[config.mk]
export PLATFORM = sky130hd
export DESIGN_NAME = axi_rd_arb
export DESIGN_NICKNAME = d
export VERILOG_FILES = /design/src/rtl/axi_rd_arb.sv
export SDC_FILE = /design/constraint.sdc
export NUM_CORES = 1
export LEC_CHECK = 0
export CAP_MARGIN = 10
export CELL_PAD_IN_SITES_DETAIL_PLACEMENT = 0
export CELL_PAD_IN_SITES_GLOBAL_PLACEMENT = 2
export CORE_MARGIN = 2
export CORE_UTILIZATION = 24
export CTS_CLUSTER_DIAMETER = 50
export CTS_CLUSTER_SIZE = 8
export DETAILED_ROUTE_END_ITERATION = 8
export GPL_ROUTABILITY_DRIVEN = 0
export PLACE_DENSITY = 0.72
export SETUP_SLACK_MARGIN = 0.02
export SLEW_MARGIN = 25
export SYNTH_ARGS = -nofsm -noshare
export SYNTH_HDL_FRONTEND = slang
export SYNTH_SLANG_ARGS = --single-unit
[constraint.sdc]
create_clock -name clk -period 2.75 [get_ports clk]
set_clock_uncertainty 0.05 [all_clocks]
set_input_delay 0.55 -clock clk [delete_from_list [all_inputs] [get_ports clk]]
set_output_delay 0.55 -clock clk [all_outputs]
set_load 0.01 [all_outputs]
[src/rtl/axi_rd_arb.sv]
// axi_rd_arb: read-side AXI master shared by the instruction and data caches.
// One outstanding read at a time: arbitrate in IDLE, issue AR, gather R beats
// into a line buffer, then pulse the owner's ret_valid with the assembled line.
module axi_rd_arb #(
  parameter int BYTES_PER_LINE = 16,
  parameter int WORDS_PER_LINE = BYTES_PER_LINE / 4,
  parameter int LINE_WIDTH     = WORDS_PER_LINE * 32
) (
  input  logic                  clk,
  input  logic                  reset,

  // instruction cache requester
  input  logic                  i_req,
  input  logic [31:0]           i_addr,
  input  logic                  i_burst,
  input  logic [1:0]            i_size,
  output logic                  i_rdy,
  output logic                  i_ret_valid,

  // data cache requester
  input  logic                  d_req,
  input  logic [31:0]           d_addr,
  input  logic                  d_burst,
  input  logic [1:0]            d_size,
  output logic                  d_rdy,
  output logic                  d_ret_valid,

  output logic [LINE_WIDTH-1:0] ret_data,

  // write-buffer coordination
  input  logic                  wr_idle,
  output logic                  read_unfinish,

  // AXI AR channel
  output logic [3:0]            arid,
  output logic [31:0]           araddr,
  output logic [7:0]            arlen,
  output logic [2:0]            arsize,
  output logic [1:0]            arburst,
  output logic [1:0]            arlock,
  output logic [3:0]            arcache,
  output logic [2:0]            arprot,
  output logic                  arvalid,
  input  logic                  arready,

  // AXI R channel
  input  logic [3:0]            rid,
  input  logic [31:0]           rdata,
  input  logic [1:0]            rresp,
  input  logic                  rlast,
  input  logic                  rvalid,
  output logic                  rready
);

  localparam int unsigned NW    = WORDS_PER_LINE;
  localparam int unsigned PTR_W = (WORDS_PER_LINE > 1) ? $clog2(WORDS_PER_LINE) : 1;

  typedef enum logic [1:0] {
    S_IDLE,
    S_AR,
    S_R,
    S_RET
  } state_t;

  state_t                  r_state;
  state_t                  w_next;

  // 1 = data cache owned the most recent completed read
  logic                    r_last_d;
  // 1 = current transaction belongs to the data cache
  logic                    r_owner_d;
  logic [31:0]             r_addr;
  logic                    r_burst;
  logic [1:0]              r_size;
  logic [PTR_W-1:0]        r_ptr;
  logic [LINE_WIDTH-1:0]   r_line;

  logic                    w_idle;
  logic                    w_i_elig;
  logic                    w_d_elig;
  logic                    w_grant_i;
  logic                    w_grant_d;
  logic                    w_grant;
  logic                    w_ar_hs;
  logic                    w_r_hs;

  // ID and response code are not needed with a single outstanding read
  logic                    w_unused_axi;
  assign w_unused_axi = ^{rid, rresp};

  assign w_idle   = (r_state == S_IDLE);
  assign w_i_elig = i_req;
  // data reads wait for the write buffer to drain so they never pass a write
  assign w_d_elig = d_req & wr_idle;

  // round-robin on a tie: whoever did not win last time goes first
  assign w_grant_i = !reset && w_idle && w_i_elig && (!w_d_elig || r_last_d);
  assign w_grant_d = !reset && w_idle && w_d_elig && (!w_i_elig || !r_last_d);
  assign w_grant   = w_grant_i | w_grant_d;

  assign i_rdy = w_grant_i;
  assign d_rdy = w_grant_d;

  assign w_ar_hs = arvalid & arready;
  assign w_r_hs  = rready & rvalid;

  // AR payload is built from the request latched at grant time
  assign arid     = r_owner_d ? 4'd1 : 4'd0;
  assign araddr   = r_addr;
  assign arlen    = r_burst ? 8'(WORDS_PER_LINE - 1) : 8'd0;
  assign arsize   = r_burst ? 3'd2 : {1'b0, r_size};
  assign arburst  = r_burst ? 2'b01 : 2'b00;
  assign arlock   = '0;
  assign arcache  = '0;
  assign arprot   = '0;

  assign ret_data = r_line;

  // state register
  always_ff @(posedge clk) begin
    if (reset) begin
      r_state <= S_IDLE;
    end else begin
      r_state <= w_next;
    end
  end

  // next-state and handshake outputs
  always_comb begin
    w_next        = r_state;
    arvalid       = 1'b0;
    rready        = 1'b0;
    i_ret_valid   = 1'b0;
    d_ret_valid   = 1'b0;
    read_unfinish = 1'b1;
    case (r_state)
      S_IDLE: begin
        read_unfinish = 1'b0;
        if (w_grant) begin
          w_next = S_AR;
        end
      end
      S_AR: begin
        arvalid = 1'b1;
        if (arready) begin
          w_next = S_R;
        end
      end
      S_R: begin
        rready = 1'b1;
        if (rvalid && rlast) begin
          w_next = S_RET;
        end
      end
      S_RET: begin
        i_ret_valid = !r_owner_d;
        d_ret_valid = r_owner_d;
        w_next      = S_IDLE;
      end
      default: begin
        w_next = S_IDLE;
      end
    endcase
  end

  // round-robin history, updated as each read is returned
  always_ff @(posedge clk) begin
    if (reset) begin
      r_last_d <= 1'b0;
    end else if (r_state == S_RET) begin
      r_last_d <= r_owner_d;
    end
  end

  // capture the winning request
  always_ff @(posedge clk) begin
    if (w_grant) begin
      r_owner_d <= w_grant_d;
      r_addr    <= w_grant_d ? d_addr  : i_addr;
      r_burst   <= w_grant_d ? d_burst : i_burst;
      r_size    <= w_grant_d ? d_size  : i_size;
    end
  end

  // beat pointer and line buffer fill
  always_ff @(posedge clk) begin
    if (w_ar_hs) begin
      r_ptr <= '0;
    end else if (w_r_hs) begin
      for (int unsigned w = 0; w < NW; w++) begin
        if (r_ptr == PTR_W'(w)) begin
          r_line[w*32 +: 32] <= rdata;
        end
      end
      r_ptr <= r_ptr + 1'b1;
    end
  end

endmodule

# After elaboration in Yosys (flattened, before gate mapping)
# Index checks and enable logic that the tools add are counted.
[classes] bitwise=5 addsub=1 mux=16 n_reduce_logical=20 n_eq_ne=9
[op_table] cell="$mux 32" count=1
[op_table] cell="$reduce_and 3->1" count=5
[op_table] cell="$mux 2" count=6
[op_table] cell="$eq 2x2->1 const B" count=4
[op_table] cell="$mux 1" count=8
[op_table] cell="$pmux 2 s4" count=1
[op_table] cell="$logic_and 1x1->1" count=6
[op_table] cell="$logic_not 1->1" count=5
[op_table] cell="$eq 2x1->1 const B" count=2
[op_table] cell="$logic_not 2->1" count=2
[op_table] cell="$ne 2x2->1 const B" count=2
[op_table] cell="$and 1x1->1" count=3
[op_table] cell="$add 2x1->2 const B" count=1
[op_table] cell="$logic_or 1x1->1" count=2
[op_table] cell="$ne 2x1->1 const B" count=1
[op_table] cell="$not 1->1" count=1
[op_table] cell="$or 1x1->1" count=1
[word_totals] in_bits=116 reg_bits=169 wordCells=62 output_inout_bits=193

# Logic depth before layout (Yosys ltp)
[logic_depth] ltp_word=7 mapped_depth=7 ltp_nobuf=5

# Worst setup path after synthesis
# No wires, ideal clock.
[synth_path] path_kind="reg-to-reg" from="reg r_state[0]" to="reg r_addr[0], in the netlist araddr[0] (enable)" required_ns=2.271 path_buffers=0 t_arrival_ns=2.251 path_stages_with_launch=5 period_less_slack_ns=2.730 setup_time_ns=0.429 slack_ns=0.020 cell_sequence="dfxtp_1 -> inv_1 -> ha_1 -> nand2b_1 -> nor2_1"
[synth_between] elab_chain_cells=5 elab_cells_between_ends=7 cone_classes="bitwise (1); reduce/logical (6)"
[synth_lines] element="from (decl)" line_no="65" source="state_t r_state;"
[synth_lines] element="from (signal assigned)" line_no="124" source="r_state <= w_next;"
[synth_lines] element="$logic_not 2->1 (*)" line_no="91" source="assign w_idle = (r_state == S_IDLE);"
[synth_lines] element="$logic_and 1x1->1 (*)" line_no="97, 98"
[synth_lines] element="$logic_and 1x1->1, on equally long branches (2 in a row)" line_no="97, 98"
[synth_lines] element="$or 1x1->1 (*)" line_no="99" source="assign w_grant = w_grant_i | w_grant_d;"
[synth_lines] element="named net w_grant" line_no="83" source="logic w_grant;"
[synth_lines] element="to (signal assigned)" line_no="179" source="r_addr <= w_grant_d ? d_addr : i_addr;"
[synth_lines] element="to (decl)" line_no="72" source="logic [31:0] r_addr;"
# The timed path passes the listed nets; every way through them passes the cells marked *.
# A chain may end at the register's enable or synchronous reset.

# Final worst setup path
[layout_path] from="in reset" to="out i_rdy"
[layout_between] elab_chain_cells=4
[layout_lines] element="from (decl)" line_no="10" source="input logic reset,"
[layout_lines] element="$logic_not 1->1" line_no="97" source="assign w_grant_i = !reset && w_idle && w_i_elig && (!w_d_elig || r_last_d);"
[layout_lines] element="$logic_and 1x1->1 (3 in a row)" line_no="97"
[layout_lines] element="to (decl)" line_no="17" source="output logic i_rdy,"
# No other way between the ends.

==> summary.md <==
| Metric | Value |
|---|---|
| Filler cell count in the final layout | ~2300 |
| Largest net degree at the start of global routing | 37 |
| Post-synthesis sequential area ratio | 0.821 |
| Setup TNS | 0 ps |
| M1 GR Usage | 0.117 |
| Share of cells above drive strength 1 | 0.147 |
| Final number of max-transition violations | 0 |
| Residual DRC | 0 |
| Vias post-DR | 3543 |
| Die width | 164 µm |
| DRT Wirelength | 14.8 mm |
| Count of different cell masters after synthesis | 26 |
| Io pins | roughly 300 |
| Multi-input logic area | roughly 900 µm² |
| Worst Hold Class | reg2reg |
| Post-CTS setup buffer count | 0 |
| Peak VDD IR | about 0.33 mV |
| Comb power frac | 0.164 |
| Initial antenna violation count | 1 |
| Critical path data required time | 2150 ps |
| Vias in the first global route | 3591 |
| H-tree Lvls | 4 |
| Most frequent CP cell | clkdlybuf4s50_1 |
| Final ANT Viol Nets | 0 |
| Clock transition at the registers of the reported paths | around 70 ps |
| Static leakage | 0.00356 µW |
| Crit-path max FO | 4 |
| Sw Pwr | approximately 1600 µW |
| Internal Power | 4950 µW |
| FMAX | ~0.39 GHz |
| Post-DP HPWL | 11.0 mm |
| Post-Syn Instances | 280 |
| RSZ-0062 raised after global routing | no |
| First-pass GRT wire length | approximately 21 mm |
| Final instance area | slightly below 10000 µm² |
| Initial DRC Count | a little over 200 |
| CTS buffer count | 17 |
| Sequential standard cell area | 5020 µm² |
| GR Overflow Total | 0 |
| Data arrival, critical path | between 1500 and 2000 ps |
| Synth Warn # | 0 |
| Core area | approximately 25000 µm² |
| CTS resizes | 0 |
| Hold Buf Count CTS | 0 |
| Placed Area | roughly 9300 µm² |
| Final Hold Fails | 0 |
| GRT met2 Usage | 0.187 |
| Clock power share | 0.366 |
| Max clock buf depth | 2 |
| Vias/cell | between 3 and 4 |
| IO buf count | about 280 |
| Max_cap viols | 0 |
| Worst Max-Slew Pin Slew | around 600 ps |
| Global routing's busiest layer | met2 |
| Cell Pwr Density | 663 nW/µm² |
| Total Nets Final | ~710 |
| Sw Share | 0.249 |
| Outcome | complete, no violations |
| Most frequent cells in the layout | clkdlybuf4s50_1 (281), edfxtp_1 (164), mux2_4 (29), conb_1 (20), clkbuf_16 (17) |
| Worst skew pair latency | around 420 ps |
| Die area | between 20000 and 30000 µm² |
| Met3 Resource Use GR | 0.0477 |
| Area of the mapped netlist | between 6000 and 7000 µm² |
| P&R area growth vs syn | 62.4% |
| Syn Area/Cell | around 22 µm² |
| # setup viols final | 0 |
| Per-cell routed wire length | 15.9 µm |
| # diodes | 0 |
| Chip Height | 164 µm |
| Commonest non-fill, non-tap cell in the layout | clkdlybuf4s50_1 |
| Tcrit/Tclk final | 0.938 |
| DRT Pass-1 Iters | 4 |
| CP Launch Type | input port |
| Cells along the critical path | clkdlybuf4s50_1 > buf_4 > inv_1 > o2111a_1 > clkdlybuf4s50_1 |
| Initial core utilization | 0.244 |
| Clock sinks | between 150 and 200 |
| Gr usage total | 0.108 |
| Setup crit end kind | output pin |
| CTS root buffer | clkbuf_16 |
| Clock period minus final worst setup slack | 2580 ps |
| Slowest cell on crit path | clkdlybuf4s50_1 |
| WP buf/inv | 4 |
| CTS tree | built |
| Max stage delay on crit path | 540 ps |
| Slew HR | 0.601 |
| Synthesized flop and latch total | between 150 and 200 |
| WS Path Type | in2out |
| Rows | between 50 and 60 |
| Top delay family on crit path | buffers and inverters |
| Sequential power share | 0.470 |
[tightest hold or removal path: cells and delay by family (launching register included)]
family	cells	cell delay, ps
and+or+nand+nor	1	70
DFF	1	350
muxes	1	60
[synth_stat cells (all sizes together)]
library cell | number | area (µm²)
a2111oi | 1 | 15.0
a211o | 1 | 8.76
a21boi | 1 | 7.51
a21oi | 5 | 25.0
and2 | 6 | 38.8
buf | 28 | 251
conb | 1 | 3.75
dfxtp | 5 | 100
edfxtp | 164 | 4920
ha | 8 | 100
inv | 8 | 30.0
mux2 | 35 | 503
mux2i | 2 | 20.0
nand2 | 4 | 15.0
nand2b | 1 | 6.26
nor2 | 3 | 11.3
nor2b | 2 | 12.5
o2111a | 1 | 11.3
o211a | 1 | 10.0
or2 | 1 | 6.26
or3 | 1 | 7.51
xnor2 | 1 | 8.76
[cell families (layout without fill, tap and decap cells)]
group | count (synthesis) | in the layout | share of synthesized area
DFF | 169 | 169 | 0.821
muxes | 37 | 37 | 0.0855
buffers and inverters | 36 | 334 | 0.0460
and+or+nand+nor | 18 | 18 | 0.0160
AOI/OAI and AO/OA | 10 | 10 | 0.0127
adders and majority gates | 8 | 8 | 0.0164
other | 1 | 20 | 0.000613
xor gates and xnor gates | 1 | 1 | 0.00143
[cell type report]
type	instances	area share
clock buffer	17	0.0428
clock inverter	15	0.0171
inverter	8	0.00302
multi-input combinational	94	0.0902
sequential	169	0.506
tap	330	0.0416
timing repair buffer	294	0.299
[power groups by stage]
stage,clock network [µW],logic [µW],registers (µW)
after global routing,2580,1170,3110
final,2410,1080,3090
after floorplan,0,431,3210
after global placement,0,1060,3150
after CTS,2480,1080,3100
after detailed placement,0,1070,3160
[routing by layer]
metal / vias up / part of all wire
met5: - / 0.00088
met2: 216 / 0.50
met3: 17 / 0.11
li1: 1636 / -
met4: 2 / 0.015
met1: 1672 / 0.37
[metrics by stage]
step	setup slack [ps]	std cells	util	power, µW	hold slack (ps)
3_5_place_dp	103	894	0.371	4230	460
4_1_cts	93.4	926	0.394	6660	473
3_3_place_gp	91.3	894	0.371	4210	433
5_1_grt	108	927	0.396	6860	536
6_report	171	927	0.396	6590	475
2_1_floorplan	20.2	299	-	3650	418
[state kept, by name, summed over array words and instances, names as in the netlist]
name	cells
araddr	32
r_burst	1
r_owner_d	1
r_last_d	1
r_state	2
ret_data	128
r_size	2
r_ptr	2
[path summary, 6_finish.rpt]
check | slack [ps] | from | cells after the start | end
worst max-delay path | 170 | reset | 5 | i_rdy
worst min-delay path | 470 | r_state[1] | 2 | r_state[1]
worst max register to register | 650 | r_state[0] | 6 | araddr[2]
worst min register to register | 470 | r_state[1] | 2 | r_state[1]
Power figures use the tool's default switching activity.
